==> config.mk <==
export PLATFORM = sky130hd
export DESIGN_NAME = pc_stack
export DESIGN_NICKNAME = d
export VERILOG_FILES = /design/src/rtl/pc_stack.sv
export SDC_FILE = /design/constraint.sdc
export NUM_CORES = 1
export LEC_CHECK = 0
export ABC_AREA = 1
export BUFFER_PORTS_ARGS = -buffer_cell sky130_fd_sc_hd__buf_2
export CAP_MARGIN = 20
export CORE_ASPECT_RATIO = 1.4
export CORE_MARGIN = 5
export CORE_UTILIZATION = 53
export DETAILED_ROUTE_END_ITERATION = 8
export GPL_TIMING_DRIVEN = 0
export PLACE_DENSITY = 0.88
export SKIP_CTS_REPAIR_TIMING = 1
export SLEW_MARGIN = 30
export SYNTH_ARGS = -nofsm -noshare
export SYNTH_HDL_FRONTEND = slang
export SYNTH_SLANG_ARGS = --single-unit
==> constraint.sdc <==
create_clock -name clk -period 1.7 [get_ports clk]
set_input_delay 0.17 -clock clk [delete_from_list [all_inputs] [get_ports clk]]
set_output_delay 0.17 -clock clk [all_outputs]
set_load 0.02 [all_outputs]
==> src/rtl/pc_stack.sv <==
// Program counter with a LIFO return-address stack for the 4-bit datapath.
// Supports call (push), return (pop), and load (en), with sticky overflow/underflow error.
module pc_stack #(
  parameter int WIDTH = 4,
  parameter int DEPTH = 4
) (
  input  logic                       clk,
  input  logic                       reset,
  input  logic [WIDTH-1:0]           d,
  input  logic                       en,
  input  logic                       push,
  input  logic                       pop,
  output logic [WIDTH-1:0]           pc,
  output logic [WIDTH-1:0]           pc_inc,
  output logic [WIDTH-1:0]           top,
  output logic [$clog2(DEPTH+1)-1:0] count,
  output logic                       empty,
  output logic                       full,
  output logic                       err
);

  localparam int CW = $clog2(DEPTH + 1);
  localparam int IW = (DEPTH > 1) ? $clog2(DEPTH) : 1;
  localparam logic [CW-1:0] FULL_CNT = CW'(DEPTH);

  logic [WIDTH-1:0] pc_q, pc_d;
  logic [CW-1:0]    count_q, count_d;
  logic             err_q, err_d;
  logic [WIDTH-1:0] stack_q [DEPTH];
  logic [WIDTH-1:0] stack_d [DEPTH];

  logic [IW-1:0]    top_idx;
  logic [IW-1:0]    push_idx;
  logic             is_empty;
  logic             is_full;

  assign is_empty = (count_q == '0);
  assign is_full  = (count_q == FULL_CNT);
  assign top_idx  = IW'(count_q - 1'b1);
  assign push_idx = IW'(count_q);

  always_comb begin
    // NOTE: every next-state signal gets its hold value first, so no path through
    // the priority chain below can leave one unassigned and infer a latch.
    pc_d    = pc_q;
    count_d = count_q;
    err_d   = err_q;
    stack_d = stack_q;
    if (pop) begin
      if (!is_empty) begin
        pc_d    = stack_q[top_idx];
        count_d = count_q - 1'b1;
      end else begin
        err_d = 1'b1;
      end
    end else if (push) begin
      if (!is_full) begin
        stack_d[push_idx] = pc_inc;
        pc_d              = d;
        count_d           = count_q + 1'b1;
      end else begin
        err_d = 1'b1;
      end
    end else if (en) begin
      pc_d = d;
    end
  end

  always_ff @(posedge clk) begin
    // NOTE: sequential state uses non-blocking assignments so every register
    // samples its pre-edge inputs regardless of statement order.
    if (!reset) begin
      pc_q    <= '0;
      count_q <= '0;
      err_q   <= 1'b0;
      // NOTE: the stack array is cleared on reset too, so no stale return
      // address survives a reset even though top is masked while empty.
      for (int i = 0; i < DEPTH; i++) stack_q[i] <= '0;
    end else begin
      pc_q    <= pc_d;
      count_q <= count_d;
      err_q   <= err_d;
      stack_q <= stack_d;
    end
  end

  assign pc     = pc_q;
  assign pc_inc = pc_q + WIDTH'(1);
  assign top    = is_empty ? '0 : stack_q[top_idx];
  assign count  = count_q;
  assign empty  = is_empty;
  assign full   = is_full;
  assign err    = err_q;

endmodule

# --- Word-level counts from Yosys, hierarchy flattened ---
# Cells that the tools add are included.
classes:
  n_bitwise: 4
  magnitude_cmp: 3
  n_eq_ne: 5
  n_div: 0
  reduce_logical: 9
  multipliers: 0
  shift: 0
  mux: 20
  add_sub_neg: 3
ops:
  columns: ["operator", "count"]
  rows:
  - ["4-bit 2-to-1 mux", 9]
  - ["16-bit bitwise mux", 1]
  - ["3-bit 2-to-1 mux", 4]
  - ["3-bit AND reduction", 4]
  - ["4-bit binary-select mux with 2-bit select", 1]
  - ["4-bit demux with 2-bit select", 1]
  - ["3-bit >= comparator, second input constant", 2]
  - ["2-bit inverter with 3-bit output", 2]
  - ["4-bit by 1-bit adder with 4-bit output, second input constant", 1]
  - ["1-bit 2-to-1 mux", 4]
  - ["2-bit != test, second input constant", 2]
  - ["2-bit nonzero test", 2]
  - ["3-bit by 1-bit adder with 3-bit output, second input constant", 1]
  - ["3-bit equality test, second input constant", 1]
  - ["3-bit zero test", 1]
  - ["3-bit by 1-bit < comparator with 1-bit output, second input constant", 1]
  - ["3-bit != test, second input constant", 1]
  - ["3-bit nonzero test", 1]
  - ["3-bit by 1-bit subtractor with 3-bit output, second input constant", 1]
  - ["2-bit by 1-bit != test with 1-bit output, second input constant", 1]
  - ["1-bit inverter", 2]
  - ["1-bit logical AND", 1]
word_totals:
  ram_bits: 0
  word_cells: 51
  in_bits: 9
  latchBits: 0
  ff_bits: 24
  rom_bits: 0
  n_memories: 0
  out_inout_bits: 18

# --- Depth between registers and ports, before layout ---
# Gate-level depths: netlist (run 1).
depth:
  word_depth: 7
  depth_mapped: 10
  ltp_nobuf: 9

# --- Worst setup path after synthesis (run 1) ---
# Ideal clock, no wire load.
synth_timing:
  path_type: "reg-to-output"
  start: "register count_q[0] (netlist: count[0])"
  end: "output top[0]"
  stages_incl_launch_ff: 8
  arrival_time_ps: 1666
  path_slack_ps: -136
  path_cell_list: "dfxtp_1 buf_2 inv_4 ha_1 inv_1 nand3_1 nand2_1 nor2_1"
synth_via:
  elab_chain_cells: 6
  word_cells_on_any_way: 7
synth_lines:
  columns: ["item", "line_no", "rtl"]
  rows:
  - ["start: declaration", "27", "logic [CW-1:0] count_q, count_d;"]
  - ["start signal: assignment", "81", "count_q <= count_d;"]
  - ["3-bit by 1-bit subtractor with 3-bit output", null, null]
  - ["2-bit inverter with 3-bit output (implied by the code)", "89", "assign top = is_empty ? '0 : stack_q[top_idx];"]
  - ["4-bit binary-select mux with 2-bit select", "89", null]
  - ["4-bit 2-to-1 mux (implied by the code) (2 in series)", "89", null]
  - ["4-bit 2-to-1 mux (*)", "89", null]
  - ["end: declaration", "15", "output logic [WIDTH-1:0] top,"]
# Every way passes the cells marked *; elsewhere a longest branch is shown, timed or not. The select of a mux whose other input is x is not followed.

# --- Final worst setup path (run 1) ---
layout_timing:
  start: "register count_q[0] (netlist: count[0])"
  end: "output top[3]"
# The elaborated chain is that of the path after synthesis.

==> results.json, run 1 <==
{
  "violations": "setup timing",
  "synth_cell_type_count": 21,
  "r2r_slack_ns": 0.18,
  "outcome": "finished, violations left",
  "globalplace.congestion": 0.818,
  "port_buffers": 26,
  "max-cap-violations": 0,
  "ys_seq_elements": 24,
  "cts_sinks": 24,
  "grt-ovfl-total": 0,
  "syn_area_um2": 1330,
  "ys_async_sr_fraction_pct": 0,
  "synthTopCellsByCount": "nor2_1 (53), nand2_1 (41), dfxtp_1 (24), o21ai_0 (18), inv_1 (16)",
  "ant_nets": 0,
  "fin_crit_sh_pct": 106,
  "design_area_um2": 1710,
  "critical_path_class": "flop to output pin",
  "r2r-end": "stack_q[10]",
  "hpwl_mm": 2.47,
  "syn_to_final_growth_pct": 28.1,
  "synth_edf_count": 0,
  "grt_pass1_wl_mm": 5.10,
  "clk_pin_slew_ns": 0.13,
  "r2r-start": "count[0]",
  "synth_ff_type": "dfxtp_1",
  "cp-start-kind": "flop",
  "synth.most_common_cell": "nor2_1",
  "fill_cells": 191,
  "drt-initial-drc-count": 71,
  "power_density_nw_per_um2": 1100,
  "syn_nets": 213,
  "setup_viol": 4,
  "crit_path_end_kind": "output pin",
  "hp-class": "input port to flop",
  "clk_latency_ns": 0.32,
  "setup_slack_ns": -0.0992,
  "ys_seq_area_share_pct": 36.1,
  "fmax_mhz": 556,
  "remaining_drc_errors": 0,
  "fin_setup_tns_ns": -0.377,
  "post-synth-top-area-fraction_pct": 36.1,
  "wire_per_inst_um": 13.4,
  "hold_viol_final": 0,
  "rows": 21,
  "worst-path-max-fanout": 12,
  "place_inst": 258,
  "start_util_pct": 55.7,
  "startpoint": "count[0]",
  "totalWireLength_mm": 3.61,
  "dpl_cell_area_um2": 1520,
  "timing.slew.headroom_pct": 77.7,
  "hold-worst-slack_ns": 0.0978,
  "viasPerCell": 5.13,
  "grt_max_degree": 13,
  "num_vias": 1379,
  "min_period_ns": 1.80,
  "multiInputGateArea_um2": 816,
  "io_pins": 27,
  "ir_drop_mv": 0.662,
  "grt_pass1_vias": 1148,
  "drt_first_pass_iters": 5,
  "grt_setup_unrepaired": "yes",
  "antenna_found_initial": 0,
  "finalMaxSlewViolations": 0,
  "clock_path_buffers": 2,
  "p_leak_nw": 0.843,
  "seq_area_um2": 485,
  "die_h_um": 69.3,
  "finalClockSkew_ns": 0.00922,
  "finalNetCount": 252,
  "synth_warnings": 0,
  "arrival_ns": 1.63,
  "required_ns": 1.53,
  "worstRegToRegCells": 9,
  "core_area_um2": 2390,
  "cts_tree": "yes",
  "tightestPinTransition_ns": 0.335,
  "cts_root_buffer": "clkbuf_4",
  "cts-buffers-inserted": 3,
  "synth_top_area_cell": "dfxtp_1",
  "post_synth.cell_area_avg_um2": 6.73,
  "diodes": 0,
  "dieArea_um2": 3630,
  "die_x_um": 52.4,
  "grt_util_all_layers_pct": 18.0,
  "crit_end": "top[3]",
  "htree_levels": 1,
  "fin_cells": 269,
  "drive_gt1_share_pct": 31.9,
  "synth_cells": 198,
  "synthTopCellsByArea": "dfxtp_1 (36%), nor2_1 (15%), nand2_1 (12%)"
}
## sequential cells by signal, indices dropped and copies added (netlist names)
register / flops
stack_q: 16
pc: 4
count: 3
err: 1
## kinds of logic (layout without fill, tap and decap cells)
| group | Yosys count | after routing | synth area share [%] |
|---|---|---|---|
| XOR/XNOR | 2 | 2 | 1.31 |
| adder cells (fa/ha/maj) | 6 | 6 | 5.63 |
| flip-flops | 24 | 24 | 36.1 |
| AO/OA/AOI/OAI | 22 | 22 | 9.11 |
| buffers and inverters | 26 | 63 | 8.17 |
| AND/OR/NAND/NOR | 118 | 118 | 39.7 |
## critical path, cell delays in order, from the launching register on
cell and delay [ns]:
dfxtp_4 0.38, buf_8 0.11, inv_8 0.05, ha_4 0.32
inv_6 0.05, nand3_2 0.07, nand2_2 0.07, nor2_2 0.12
buf_6 0.12
## final cells by class
cell class              count  share of cell area, %
inverters                  22                   5.57
clock buffers               3                   1.32
flip-flops and latches     24                   28.4
well taps                  34                   2.49
multi-input cells         148                   47.8
plain buffers               4                   1.98
repair buffers             34                   12.4
## stage by stage
step                      setup slack, ns  power, W  utilization [%]
after global routing               -0.162   0.00197             71.4
after floorplan                    0.0968   0.00119                -
final                             -0.0992   0.00187             71.4
after global placement            -0.0560   0.00138             63.5
after CTS                          -0.451   0.00165             64.5
after detailed placement          -0.0714   0.00140             63.5
## report_power, final
group / switching, W / internal (W)
clock network: 0.000172 / 0.0000832
logic: 0.000582 / 0.000368
registers: 0.0000469 / 0.000623
## worst min path at each step
| stage | start | to | cells past startpoint |
|---|---|---|---|
| 2_1_floorplan | reset | count[0] | 2 |
| 3_3_place_gp | reset | count[0] | 3 |
| 3_5_place_dp | reset | count[0] | 3 |
| 4_1_cts | reset | count[0] | 3 |
| 5_1_grt | reset | count[0] | 3 |
| 6_report | reset | count[0] | 3 |
## per-layer routing
layer / global-route usage (%) / wire length, µm / part of all wire (%)
met1: 22.5 / 1480 / 41
met2: 30.1 / 1830 / 51
met3: 1.94 / 189 / 5.2
met4: 7.67 / 104 / 2.9
met5: 0 / 0 / 0
## cell usage in the layout, fill, tap and decap left out, drive strengths merged
cell type  synthesis  routed
nand2             44      44
nor2              57      57
buf                3      37
inv               22      22
nand4              4       4
xor2               2       2
nand3             13      13
dfxtp             24      24
clkbuf             1       4
o21ai             18      18
a21oi              4       4
ha                 6       6
No activity file was read; power rests on OpenSTA's default activity.
==> run 2, diff against run 1 <==
ABC_AREA = 0   (was 1)
CORE_UTILIZATION = 54   (was 53)
PLACE_DENSITY = 0.89   (was 0.88)
==> results.json, run 2 <==
{
  "finalClockSkew_ns": 0.0227,
  "cts-buffers-inserted": 3,
  "grt_pass1_vias": 1359,
  "critical_path_class": "flop to output pin",
  "drt-initial-drc-count": 103,
  "synth_cell_type_count": 34,
  "cts_root_buffer": "clkbuf_4",
  "crit_slowest_cell": "dfxtp_4",
  "synthTopCellsByArea": "dfxtp_1 (35%), ha_1 (5.4%), mux2i_1 (5.1%)",
  "cts_tree": "yes",
  "drt_first_pass_iters": 4,
  "remaining_drc_errors": 0,
  "min_period_ns": 2.02,
  "outcome": "finished, violations left",
  "fill_cells": 185,
  "power_density_nw_per_um2": 1580,
  "synth.most_common_cell": "dfxtp_1",
  "drive_gt1_share_pct": 42.9,
  "antenna_found_initial": 0,
  "wire_per_inst_um": 19.6,
  "r2r-end": "pc[0]",
  "fin_setup_tns_ns": -1.58,
  "synth_ff_type": "dfxtp_1",
  "synthTopCellsByCount": "dfxtp_1 (24), nand2_1 (14), a21oi_1 (12), a31oi_1 (11), inv_1 (10)",
  "ys_async_sr_fraction_pct": 0,
  "totalWireLength_mm": 4.50,
  "cpPeakStageDelay_ns": 0.43,
  "clock_path_buffers": 2,
  "path_cells": "inv_8 -> ha_4 -> buf_6 -> mux2_4 -> nand2_2 -> a21oi_2 -> buf_4",
  "critical_path_buf_inv_count": 3,
  "synth_warnings": 0,
  "fmax_mhz": 496,
  "finalMaxSlewViolations": 0,
  "cts_sinks": 24,
  "top_register": "stack_q",
  "grt_util_all_layers_pct": 21.5,
  "fin_crit_sh_pct": 119,
  "rows": 21,
  "fin_cells": 230,
  "max-cap-violations": 0,
  "syn_area_um2": 1380,
  "arrival_ns": 1.85,
  "p_leak_nw": 0.769,
  "worst-path-max-fanout": 7,
  "r2r-start": "count[0]",
  "power_w": 0.00289,
  "violations": "setup timing",
  "htree_levels": 1,
  "post_synth.cell_area_avg_um2": 8.90,
  "io_pins": 27,
  "clk_latency_ns": 0.33,
  "dieArea_um2": 3680,
  "required_ns": 1.53,
  "startpoint": "count[0]",
  "syn_to_final_growth_pct": 32.2,
  "finalNetCount": 213,
  "final_cell_mix": "buf_2 (26), dfxtp_1 (20), buf_4 (17)",
  "start_util_pct": 57.0,
  "worstSetupPathDepth": 7,
  "diodes": 0,
  "clk_pin_slew_ns": 0.15,
  "crit_family": "flip-flops",
  "setup_viol": 8,
  "die_x_um": 52.7,
  "hpwl_mm": 2.86,
  "tightestPinTransition_ns": 0.474,
  "port_buffers": 26,
  "grt_setup_unrepaired": "yes",
  "setup_slack_ns": -0.316,
  "synth_top_area_cell": "dfxtp_1",
  "cp-start-kind": "flop",
  "ys_seq_area_share_pct": 34.8,
  "ys_seq_elements": 24,
  "grt_pass1_wl_mm": 6.11,
  "syn_nets": 170,
  "hp-class": "input port to flop",
  "crit_path_end_kind": "output pin",
  "largest_reg_flops": 16,
  "place_inst": 215,
  "grt_max_degree": 13,
  "synth_edf_count": 0,
  "hold_viol_final": 0,
  "post-synth-top-area-fraction_pct": 34.8,
  "layout_commonest_cell": "buf_2",
  "viasPerCell": 6.43,
  "worstRegToRegCells": 7,
  "timing.slew.headroom_pct": 68.4,
  "globalplace.congestion": 0.935,
  "final_util_pct": 75.4,
  "num_vias": 1478,
  "holdCritStartpoint": "reset",
  "ant_nets": 0,
  "die_h_um": 69.8,
  "crit_end": "top[2]",
  "ir_drop_mv": 1.05,
  "grt-ovfl-total": 0,
  "r2r_slack_ns": -0.16,
  "synth_cells": 155,
  "core_area_um2": 2420
}
==> run 2: changes by cell type after synthesis, moves of 6 or more <==
cell / delta
a21oi_1: +9
inv_1: -6
nor2_1: -48
nand3_1: -10
o31ai_1: +6
mux2i_1: +7
a31oi_1: +11
o21ai_0: -18
nand2_1: -27
==> run 2: logic make-up after synthesis <==
| family | Yosys count | synth area share, % |
|---|---|---|
| multiplexers | 15 | 11.6 |
| adder cells (fa/ha/maj) | 6 | 5.44 |
| buffers and inverters | 21 | 7.26 |
| XOR/XNOR | 4 | 2.54 |
| AO/OA/AOI/OAI | 42 | 20.5 |
| flip-flops | 24 | 34.8 |
| AND/OR/NAND/NOR | 43 | 17.8 |
==> run 2: report_power, final <==
| part | internal [W] | switching (W) |
|---|---|---|
| registers | 0.000686 | 0.000127 |
| clock network | 0.0000833 | 0.000179 |
| logic | 0.000791 | 0.00102 |
| total | 0.00156 | 0.00132 |
==> run 2: layer usage <==
layer | vias up | global-route usage, % | share of wire (%)
li1 | 661 | - | -
met1 | 707 | 25.0 | 36
met2 | 89 | 37.7 | 51
met3 | 21 | 3.23 | 7.6
met4 | 0 | 8.24 | 4.7
met5 | - | 0 | 0
==> run 2: area by class of cell <==
class	count	area, µm²	share of cell area, %
buffer	8	42.5	2.33
clock buffer	3	22.5	1.24
inverter	11	51.3	2.81
multi-input combinational	110	908	49.8
sequential	24	490	26.9
tap	34	42.5	2.33
timing repair buffer	40	265	14.6
==> run 2: how the worst min path moves through the flow <==
stage	end	slack (ns)	depth (start not counted)
after global placement	err	0.45	2
after floorplan	count[1]	0.30	2
after detailed placement	err	0.46	2
after global routing	count[1]	0.16	3
after CTS	count[1]	0.14	3
final	count[1]	0.13	3
==> run 2: through the flow <==
stage / setup WS (ns) / hold WS [ns] / instance area, µm²
after floorplan: 0.00260 / 0.302 / 1410
after global placement: -0.133 / 0.454 / 1580
after detailed placement: -0.208 / 0.460 / 1580
after CTS: -0.414 / 0.143 / 1600
after global routing: -0.344 / 0.158 / 1820
final: -0.316 / 0.128 / 1820
==> run 2: tightest hold or removal path: cells and delay by family <==
family        cells  cell delay, ns
buf+inv           1            0.15
mux               1            0.06
simple gates      1            0.07
==> run 3, diff against run 2 <==
PLACE_DENSITY = 0.81   (was 0.89)
==> results.json, run 3 (synthesized netlist as in run 2, its figures left out) <==
{
  "worst-path-max-fanout": 5,
  "largest_reg_flops": 16,
  "drt_first_pass_iters": 4,
  "fmax_mhz": 507,
  "holdCritStartpoint": "reset",
  "crit_path_end_kind": "output pin",
  "remaining_drc_errors": 0,
  "clk_latency_ns": 0.34,
  "max-cap-violations": 0,
  "io_pins": 27,
  "grt_setup_unrepaired": "yes",
  "p_leak_nw": 0.789,
  "place_inst": 215,
  "timing.slew.headroom_pct": 66.3,
  "hp-class": "input port to flop",
  "fin_setup_tns_ns": -1.44,
  "start_util_pct": 57.0,
  "ant_nets": 0,
  "cts_sinks": 24,
  "power_w": 0.00300,
  "cts-buffers-inserted": 3,
  "cp-start-kind": "flop",
  "clock_path_buffers": 2,
  "grt_max_degree": 15,
  "dp_slack_ns": -0.198,
  "min_period_ns": 1.97,
  "viasPerCell": 6.18,
  "syn_to_final_growth_pct": 35.5,
  "r2r_slack_ns": -0.16,
  "seq_area_um2": 490,
  "antenna_found_initial": 0,
  "finalNetCount": 214,
  "die_h_um": 69.8,
  "ir_drop_mv": 1.39,
  "grt_util_all_layers_pct": 20.1,
  "startpoint": "count[0]",
  "totalWireLength_mm": 4.29,
  "fin_crit_sh_pct": 116,
  "fin_cells": 232,
  "wire_per_inst_um": 18.5,
  "violations": "setup timing",
  "finalClockSkew_ns": 0.0179,
  "port_buffers": 26,
  "arrival_ns": 1.80,
  "critical_path_class": "flop to output pin",
  "layout_commonest_cell": "buf_2",
  "final_cell_mix": "buf_2 (26), dfxtp_1 (20), buf_4 (14)",
  "cts_root_buffer": "clkbuf_4",
  "num_vias": 1433,
  "cts_tree": "yes",
  "grt_pass1_vias": 1261,
  "rows": 21,
  "diodes": 0,
  "power_density_nw_per_um2": 1610,
  "clk_pin_slew_ns": 0.15,
  "hpwl_mm": 2.74,
  "setup_viol": 8,
  "setup_slack_ns": -0.271,
  "grt_pass1_wl_mm": 5.75,
  "hold_viol_final": 0,
  "required_ns": 1.53,
  "finalMaxSlewViolations": 0,
  "multiInputGateArea_um2": 910,
  "globalplace.congestion": 0.859,
  "top_register": "stack_q",
  "core_area_um2": 2420,
  "r2r-start": "count[0]",
  "dieArea_um2": 3680,
  "drt-initial-drc-count": 106,
  "outcome": "finished, violations left",
  "grt-ovfl-total": 0,
  "die_x_um": 52.7,
  "htree_levels": 1,
  "fill_cells": 162,
  "drive_gt1_share_pct": 43.4,
  "tightestPinTransition_ns": 0.505
}
-- run 3: changes by cell type in the layout (fill, tap and decap cells not counted) --
cell,before,now
nand2_1,5,6
nand2_2,9,8
a21oi_1,9,8
buf_6,2,7
buf_4,17,14
a21oi_2,3,4
bufinv_16,0,1
buf_12,1,0
-- run 3: per-layer routing --
layer	share of wire, %	vias up	wire length, µm	global-route usage (%)
met5	0	-	0	0
met2	52	89	2230	30.5
li1	-	661	-	-
met1	39	670	1670	26.4
met4	2.6	0	112	11.1
met3	6.4	13	275	3.01
-- run 3: through the flow --
stage               util [%]  cell area (µm²)  hold slack (ns)
floorplan                  -             1410            0.302
global placement        65.3             1580            0.456
detailed placement      65.3             1580            0.462
CTS                     67.4             1630            0.143
global route            77.3             1870            0.145
finish                  77.3             1870            0.133
-- run 3: final cells by class --
type / instances / share of cell area (%)
sequential: 24 / 26.3
inverter: 11 / 2.75
clock inverter: 1 / 1.61
buffer: 8 / 2.28
tap: 34 / 2.28
multi-input combinational: 110 / 48.7
timing repair buffer: 41 / 14.9
clock buffer: 3 / 1.21
-- run 3: final timing paths --
| kind | endpoint | cells after the start |
|---|---|---|
| min | count[0] | 3 |
| min reg2reg | stack_q[8] | 2 |
| max | top[2] | 7 |
| max reg2reg | pc[0] | 7 |
-- run 3: power by group --
group          internal (W)  switching [W]
clock network      0.000239       0.000188
registers          0.000686       0.000116
logic              0.000762        0.00101
total               0.00169        0.00132
-- run 3: worst max-delay path, cell delays in order, from the launching register on --
cell and delay, ns:
dfxtp_4 0.43, inv_8 0.04, ha_4 0.27, buf_6 0.13, mux2_4 0.32, nand2_2 0.08
a21oi_2 0.06, buf_6 0.14
